<file path="src/rtl/rr_mux_pkg.sv">
// Shared types and helpers for the round-robin stream multiplexer.
// Holds the packet-lock FSM encoding and the cyclic channel-index helper.
package rr_mux_pkg;

  typedef enum logic {
    ARB    = 1'b0,
    LOCKED = 1'b1
  } state_e;

  // Cyclic index: (base + off) mod n, used for both scanning and pointer advance.
  function automatic int rot_idx(input int base, input int off, input int n);
    return (base + off) % n;
  endfunction

endpackage

</file>
<file path="src/rtl/rr_stream_mux_arbiter.sv">
// Combinational rotate-priority arbiter: the first requester found scanning
// cyclically upward from ptr wins.
module rr_arbiter
  import rr_mux_pkg::*;
#(
  parameter int CHANNELS = 4
) (
  input  logic [CHANNELS-1:0]         req,
  input  logic [$clog2(CHANNELS)-1:0] ptr,
  output logic                        gnt_valid,
  output logic [$clog2(CHANNELS)-1:0] gnt_idx
);

  localparam int CHW = $clog2(CHANNELS);

  logic [CHW-1:0] idx;

  // Scan from the farthest offset down so the nearest requester to ptr is the last write.
  always_comb begin
    gnt_valid = 1'b0;
    gnt_idx   = '0;
    idx       = '0;
    for (int i = CHANNELS - 1; i >= 0; i--) begin
      idx = CHW'(rot_idx(int'(ptr), i, CHANNELS));
      if (req[idx]) begin
        gnt_valid = 1'b1;
        gnt_idx   = idx;
      end
    end
  end

endmodule

</file>
<file path="src/rtl/rr_stream_mux.sv">
// N-channel valid/ready stream merger with round-robin arbitration, optional
// packet lock, and a single-entry registered output stage.
module rr_stream_mux
  import rr_mux_pkg::*;
#(
  parameter int WIDTH    = 4,
  parameter int CHANNELS = 4,
  parameter int PKT_MODE = 1
) (
  input  logic                             clk,
  input  logic                             rst_n,
  input  logic [CHANNELS-1:0]              in_valid,
  output logic [CHANNELS-1:0]              in_ready,
  input  logic [CHANNELS-1:0][WIDTH-1:0]   in_data,
  input  logic [CHANNELS-1:0]              in_last,
  output logic                             out_valid,
  input  logic                             out_ready,
  output logic [WIDTH-1:0]                 out_data,
  output logic                             out_last,
  output logic [$clog2(CHANNELS)-1:0]      out_chan
);

  localparam int CHW = $clog2(CHANNELS);

  state_e           state_q;
  logic [CHW-1:0]   lock_q;
  logic [CHW-1:0]   ptr_q, ptr_d;
  logic             out_valid_q, out_valid_d;
  logic [WIDTH-1:0] out_data_q, out_data_d;
  logic             out_last_q, out_last_d;
  logic [CHW-1:0]   out_chan_q, out_chan_d;

  logic             arb_valid;
  logic [CHW-1:0]   arb_idx;
  logic             gnt_valid;
  logic [CHW-1:0]   gnt_idx;
  logic             space;
  logic             xfer;
  logic             beat_last;

  rr_arbiter #(
    .CHANNELS(CHANNELS)
  ) u_arb (
    .req      (in_valid),
    .ptr      (ptr_q),
    .gnt_valid(arb_valid),
    .gnt_idx  (arb_idx)
  );

  // While locked, only the owning channel may be granted, even if it goes idle.
  always_comb begin
    if (PKT_MODE != 0 && state_q == LOCKED) begin
      gnt_valid = in_valid[lock_q];
      gnt_idx   = lock_q;
    end else begin
      gnt_valid = arb_valid;
      gnt_idx   = arb_idx;
    end
  end

  assign space     = !out_valid_q || out_ready;
  assign xfer      = gnt_valid && space && rst_n;
  assign beat_last = (PKT_MODE == 0) ? 1'b1 : in_last[gnt_idx];

  always_comb begin
    in_ready = '0;
    if (xfer) begin
      in_ready[gnt_idx] = 1'b1;
    end
  end

  always_comb begin
    out_valid_d = out_valid_q;
    out_data_d  = out_data_q;
    out_last_d  = out_last_q;
    out_chan_d  = out_chan_q;
    ptr_d       = ptr_q;
    if (xfer) begin
      out_valid_d = 1'b1;
      out_data_d  = in_data[gnt_idx];
      out_last_d  = beat_last;
      out_chan_d  = gnt_idx;
      if (beat_last) begin
        ptr_d = CHW'(rot_idx(int'(gnt_idx), 1, CHANNELS));
      end
    end else if (out_ready) begin
      out_valid_d = 1'b0;
    end
  end

  always_ff @(posedge clk or negedge rst_n) begin
    if (!rst_n) begin
      out_valid_q <= 1'b0;
      out_data_q  <= '0;
      out_last_q  <= 1'b0;
      out_chan_q  <= '0;
      ptr_q       <= '0;
    end else begin
      out_valid_q <= out_valid_d;
      out_data_q  <= out_data_d;
      out_last_q  <= out_last_d;
      out_chan_q  <= out_chan_d;
      ptr_q       <= ptr_d;
    end
  end

  always_ff @(posedge clk or negedge rst_n) begin
    if (!rst_n) begin
      state_q <= ARB;
      lock_q  <= '0;
    end else if (PKT_MODE != 0 && xfer) begin
      case (state_q)
        ARB: begin
          if (!beat_last) begin
            state_q <= LOCKED;
            lock_q  <= gnt_idx;
          end
        end
        LOCKED: begin
          if (beat_last) begin
            state_q <= ARB;
          end
        end
        default: state_q <= ARB;
      endcase
    end
  end

  assign out_valid = out_valid_q;
  assign out_data  = out_data_q;
  assign out_last  = out_last_q;
  assign out_chan  = out_chan_q;

endmodule

</file>
<file path="config.mk">
export PLATFORM = sky130hd
export DESIGN_NAME = rr_stream_mux
export DESIGN_NICKNAME = d
export VERILOG_FILES = /design/src/rtl/rr_mux_pkg.sv /design/src/rtl/rr_stream_mux_arbiter.sv /design/src/rtl/rr_stream_mux.sv
export SDC_FILE = /design/constraint.sdc
export NUM_CORES = 1
export LEC_CHECK = 0
export ABC_CLOCK_PERIOD_IN_PS = 2050
export BUFFER_PORTS_ARGS = -buffer_cell sky130_fd_sc_hd__buf_2
export CAP_MARGIN = 40
export CORE_MARGIN = 10
export CORE_UTILIZATION = 42
export DETAILED_ROUTE_END_ITERATION = 6
export PLACE_DENSITY = 0.74
export RECOVER_POWER = 25
export SYNTH_ARGS = -nofsm -noshare
export SYNTH_HDL_FRONTEND = slang
export SYNTH_HIERARCHICAL = 1
export SYNTH_SLANG_ARGS = --single-unit
</file>
<file path="constraint.sdc">
create_clock -name clk -period 2.05 [get_ports clk]
set_input_delay 0.3075 -clock clk [delete_from_list [all_inputs] [get_ports clk]]
set_output_delay 0.3075 -clock clk [all_outputs]
set_load 0.005 [all_outputs]
</file>
Yosys cells after proc, flatten, opt, wreduce, memory -nomap -nowiden:

Index checks and enable logic that the tools add are counted.

* bits in registers: 13

* $add $sub $neg: 4
* magnitude comparators: 7
* multiplexer cells: 30
* bitwise operators: 2
* reductions and logical operators: 8

Operator list (number)
* $lt A2 B3 Y1 const B: 6
* $mux W1: 15
* $bmux W1 S2: 6
* $mux W2: 5
* $bmux W4 S2: 1
* $mux W4: 2
* $add A2 B1 Y2 const B: 2
* $add A2 B2 Y2 const B: 2
* $logic_and A1 B1 Y1: 3
* $reduce_and A3 Y1: 1
* $demux W1 S2: 1
* $ge A2 B1 Y1 const B: 1
* $not A1 Y1: 2
* $reduce_and A2 Y1: 1
* $reduce_bool A2 Y1: 1
* $logic_not A1 Y1: 1
* $logic_or A1 B1 Y1: 1

Logic depth before layout (Yosys ltp):

* depth after elaboration: 13
* gate-level depth with buffers: 9
* mapped depth without buffers: 8

Hierarchy:

The synthesis kept the hierarchy.

Modules (own cells, without submodules)
* rr_stream_mux: instances 1, cells each 78, area each 845.8 µm²
* rr_arbiter: instances 1, cells each 13, area each 77.6 µm²

Worst setup path before layout:

Ideal clock, no wire load.

* path kind: flip-flop to flip-flop
* start point: reg ptr_q[1]
* end point: reg ptr_q[0]
* library setup time: 0.125 ns
* data arrival time: 2.071 ns
* required time: 1.925 ns
* path slack: -0.146 ns
* cell stages (with the launch flop): 8
* buffers on the path: 0
* period minus slack after synthesis: 2.196 ns
* path through: dfrtp_1 > nand2b_1 > a21oi_1 > a211oi_2 > mux2i_4 > mux4_2 > nand2b_4 > mux2_4

* word-level cells in the longest chain between the ends: 11
* elaborated cells between the ends (all ways): 27
* classes of those cells: 4 x add/sub; 20 x mux; 3 x reduce/logical

RTL lines
* start, declared: RTL line rr_stream_mux.sv:27 `logic [CHW-1:0] ptr_q, ptr_d;`
* start signal, assigned: RTL line rr_stream_mux.sv:103 `ptr_q <= ptr_d;`
* $add A2 B2 Y2: RTL line rr_mux_pkg.sv:12 `return (base + off) % n;`
* $bmux W1 S2: RTL line rr_stream_mux_arbiter.sv:25 `if (req[idx]) begin`
* $mux W1 (not written as such): RTL line rr_stream_mux_arbiter.sv:25
* $mux W2 (3 in a row): RTL line rr_stream_mux_arbiter.sv:25
* $mux W2 *: RTL line rr_stream_mux_arbiter.sv:25
* net arb_idx[0]: RTL line rr_stream_mux.sv:34 `logic [CHW-1:0] arb_idx;`
* $mux W2 *: RTL line rr_stream_mux.sv:52 `if (PKT_MODE != 0 && state_q == LOCKED) begin`
* $bmux W1 S2: RTL line rr_stream_mux.sv:63 `assign beat_last = (PKT_MODE == 0) ? 1'b1 : in_last[gnt_idx];`
* $mux W1 (not written as such): RTL line rr_stream_mux.sv:63
* $reduce_and A2 Y1 (no line)

The timed path passes the listed nets; every way through them passes the cells marked *. The select of a mux whose other input is x is not followed.
A chain may end at the register's enable or synchronous reset.

Final worst setup path:

* start point: reg ptr_q[0]
* end point: out in_ready[2]

* word-level cells in the longest chain between the ends: 13
* elaborated cells between the ends (all ways): 29
* classes of those cells: 3 x add/sub; 2 x order compare; 21 x mux; 3 x reduce/logical

RTL lines
* $add A2 B2 Y2: RTL line rr_mux_pkg.sv:12
* $bmux W1 S2: RTL line rr_stream_mux_arbiter.sv:25
* $mux W1 (not written as such): RTL line rr_stream_mux_arbiter.sv:25
* $mux W2 (3 in a row): RTL line rr_stream_mux_arbiter.sv:25
* $mux W2 *: RTL line rr_stream_mux_arbiter.sv:25
* net arb_idx[1]: RTL line rr_stream_mux.sv:34
* $mux W2 *: RTL line rr_stream_mux.sv:52
* net gnt_idx[1]: RTL line rr_stream_mux.sv:36 `logic [CHW-1:0] gnt_idx;`
* $lt A2 B3 Y1 (not written as such) / $ge A2 B1 Y1 (equally long branches): RTL line rr_stream_mux.sv:68 `in_ready[gnt_idx] = 1'b1;`
* $logic_and A1 B1 Y1 (not written as such): RTL line rr_stream_mux.sv:68
* $mux W1 (not written as such): RTL line rr_stream_mux.sv:68
* $demux W1 S2 *: RTL line rr_stream_mux.sv:68
* $mux W4 *: RTL line rr_stream_mux.sv:67 `if (xfer) begin`
* end, declared: RTL line rr_stream_mux.sv:13 `output logic [CHANNELS-1:0] in_ready,`

Marks and branches as above.

==> flow_summary.toml <==
[setup_path]
cp_slowest_cell = "dfrtp_2"
path_buf_inv = 4
cp.required_ns = 1.74
critPathKind = "reg -> out"
crit_chain = "nor3b_4 -> a211oi_2 -> nor2_2 -> mux2i_2 -> buf_6 -> inv_4 -> ha_2 -> inv_2 -> nor2_1 -> buf_2"
worst_setup_path_start_kind = "flop"
critPathMaxFanout = 5
end_kind = "primary output"
crit_arrival_ns = 1.92
worst_path_largest_cell_delay_ns = 0.43
crit_family = "flip-flops"

[min_path]
hold_class = "in -> reg"

[detailed_routing]
num_vias = 901
routed_wl_microns = 2740
dr.pass1.iters = 4
wl_per_cell_microns = 15.5
antenna_left = 0
dr.first_iter.drc_count = 37
via_per_inst = 5.09
drcViolationCount = 0

[timing]
maxSlewViolCount = 0
maxClockFrequency_ghz = 0.450
setup_ws_ns = -0.174
worst_pin_slew_ns = 0.717
skew_ns = 0.00261
final_hold_viol_count = 0
min_period_over_period_pct = 109
relSlewSlack_pct = 52.2
grt_setup_unrepaired = "true"
setup-tns-final_ns = -1.13
period_needed_ns = 2.22
setup_viol = 8

[power_and_ir_drop]
switching_share_pct = 39.3
seq_power_share_pct = 24.3
p_int_mw = 1.26
ir_drop_v = 0.000850
p_switching_mw = 0.815
p_leak_nw = 0.721
clock_power_share_pct = 7.6
combPwrFrac_pct = 68.1
powerDensity_mw_per_mm2 = 1470

[grt]
grt_pass1_vias = 1085
grt_pass1_wl_microns = 4770
busiest_layer = "met2"
use_met3_pct = 4.68
track_usage_pct = 13.3
grt_overflow = 0
grt_max_degree = 14
grt_util_met2_pct = 23.8
grtUsageMet1_pct = 14.5
antenna_found_initial = 0

[placed_design]
place_ws_ns = -0.0547
place_area_sq_mm = 0.00120
hpwlAfterDp_microns = 2040
portBuffers = 38
gp_congestion = 0.786

[yosys]
synth_fp_nets = 122
yosysWarnings = 6
syn_area_sq_um = 923
synth-seq-cells = 13
synth.avg_cell_area_sq_um = 10.1
syn_inst = 91
seq_area_frac_synth_pct = 35.2
synth_flop_cell = "dfrtp_1"
synth-edff-count = 0
synth_cell_types = 31
async_reset_ff_share_pct = 100

[clock_tree]
cts_tree = "built"
clock_sinks = 13
h-tree-depth = 1
cts.clk_slew.worst_paths_ns = 0.08
numCtsBuffers = 3
clk_path_buf_depth = 2
clock-root-buffer = "clkbuf_4"
insertion_delay_ns = 0.27

[final_layout]
layout-drive-gt1-share_pct = 59.3
fin_nets = 182
area_delta_synth_final_pct = 53.0
diodes = 0
design_area_sq_mm = 0.00141
final_core_util_pct = 69.9

[floorplan]
num_io_pins = 39
start_util_pct = 45.7
num_rows = 16
die_area_sq_mm = 0.00447
chipHeight_microns = 66.9
core_area_sq_mm = 0.00202
die_x_microns = 66.9

[run_status]
violations = "negative setup slack"
status = "complete, but fails checks"

[job]
drv_cap = 0
sequential cells by signal (all words and copies together) (netlist names):
register	cells
ptr_q	2
lock_q	2
state_q	1
out_chan	2
out_valid	1
out_last	1
out_data	4
power by group through the flow:
stage	clock network, mW	registers, mW	logic (mW)
2_1_floorplan	0	0.482	0.698
3_3_place_gp	0	0.489	0.984
3_5_place_dp	0	0.493	1.02
4_1_cts	0.162	0.496	1.35
5_1_grt	0.171	0.522	1.57
6_report	0.158	0.505	1.41
layout by cell type (no fill, tap or decap), types with 2 or more instances in the layout:
| cell | instances |
|---|---|
| inv_4 | 2 |
| clkbuf_4 | 3 |
| clkbuf_1 | 3 |
| nor2_2 | 2 |
| dfrtp_1 | 11 |
| inv_1 | 2 |
| nand2b_4 | 2 |
| o21ai_1 | 4 |
| nand2b_1 | 2 |
| dfrtp_2 | 2 |
| nand2_1 | 12 |
| a211oi_2 | 2 |
| mux2i_1 | 9 |
| o21ai_0 | 2 |
| mux2_4 | 3 |
| buf_6 | 3 |
| mux4_2 | 2 |
| mux2_2 | 4 |
| inv_2 | 3 |
| buf_4 | 12 |
| ha_4 | 2 |
| buf_2 | 37 |
| nor2_1 | 6 |
stage by stage:
stage | hold WS (ns) | std cells | power, mW
after floorplan | 0.0119 | 91 | 1.18
final | 0.387 | 177 | 2.08
after detailed placement | 0.273 | 161 | 1.52
after CTS | 0.382 | 176 | 2.01
after global placement | 0.279 | 161 | 1.47
after global routing | 0.408 | 177 | 2.26
area by class of cell:
type	instances	area, sq um
tap	27	33.8
fill	174	609
timing repair buffer	57	362
multi-input combinational	69	632
inverter	7	31.3
sequential	13	328
clock buffer	4	26.3
cell families (layout without fill, tap and decap cells):
kind of cell    Yosys count  count (layout)  share of synthesized area [%]
flops                    13              13                           35.2
buf+inv                   9              68                           4.20
compound gates           17              17                           12.9
mux                      20              20                           27.9
simple gates             28              28                           14.4
fa+ha+maj                 4               4                           5.42
per-layer routing:
layer,wire [microns],vias to the layer above
li1,-,437
met1,1090,429
met2,1430,33
met3,218,2
met4,6,0
met5,0,-
worst paths after layout:
path,startpoint,cells past startpoint,to,slack [ns]
worst max register to register,ptr_q[0],7,ptr_q[1],-0.16
worst min register to register,out_chan[1],2,out_chan[1],0.48
worst min-delay path,in_last[0],3,lock_q[1],0.39
worst max-delay path,ptr_q[0],10,in_ready[2],-0.17
max in group asynchronous,rst_n,3,ptr_q[0],0.80
min in group asynchronous,rst_n,3,out_data[2],0.75
repair_timing:
action,4_1_cts,5_1_grt
pin swaps,7,2
buffers inserted,11,1
cloned,0,0
endpoints found under the setup margin,7,14
hold endpoints to repair,13,0
hold buffers,1,0
resized for setup,22,9
synth_stat cells (all sizes together) (2+ instances only):
cell | number | area share (%)
dfrtp | 13 | 35
nand2 | 12 | 4.9
mux2i | 11 | 14
nor2 | 8 | 3.3
inv | 7 | 2.8
mux2 | 7 | 9.3
o21ai | 7 | 3.8
ha | 4 | 5.4
nand2b | 4 | 3.5
a211oi | 2 | 2.2
buf | 2 | 1.4
mux4 | 2 | 4.9
tightest hold or removal path, cell delays in order:
cell,delay (ns)
buf_2,0.09
a211o_1,0.12
a22o_1,0.11
(Power assumes the default switching activity.)
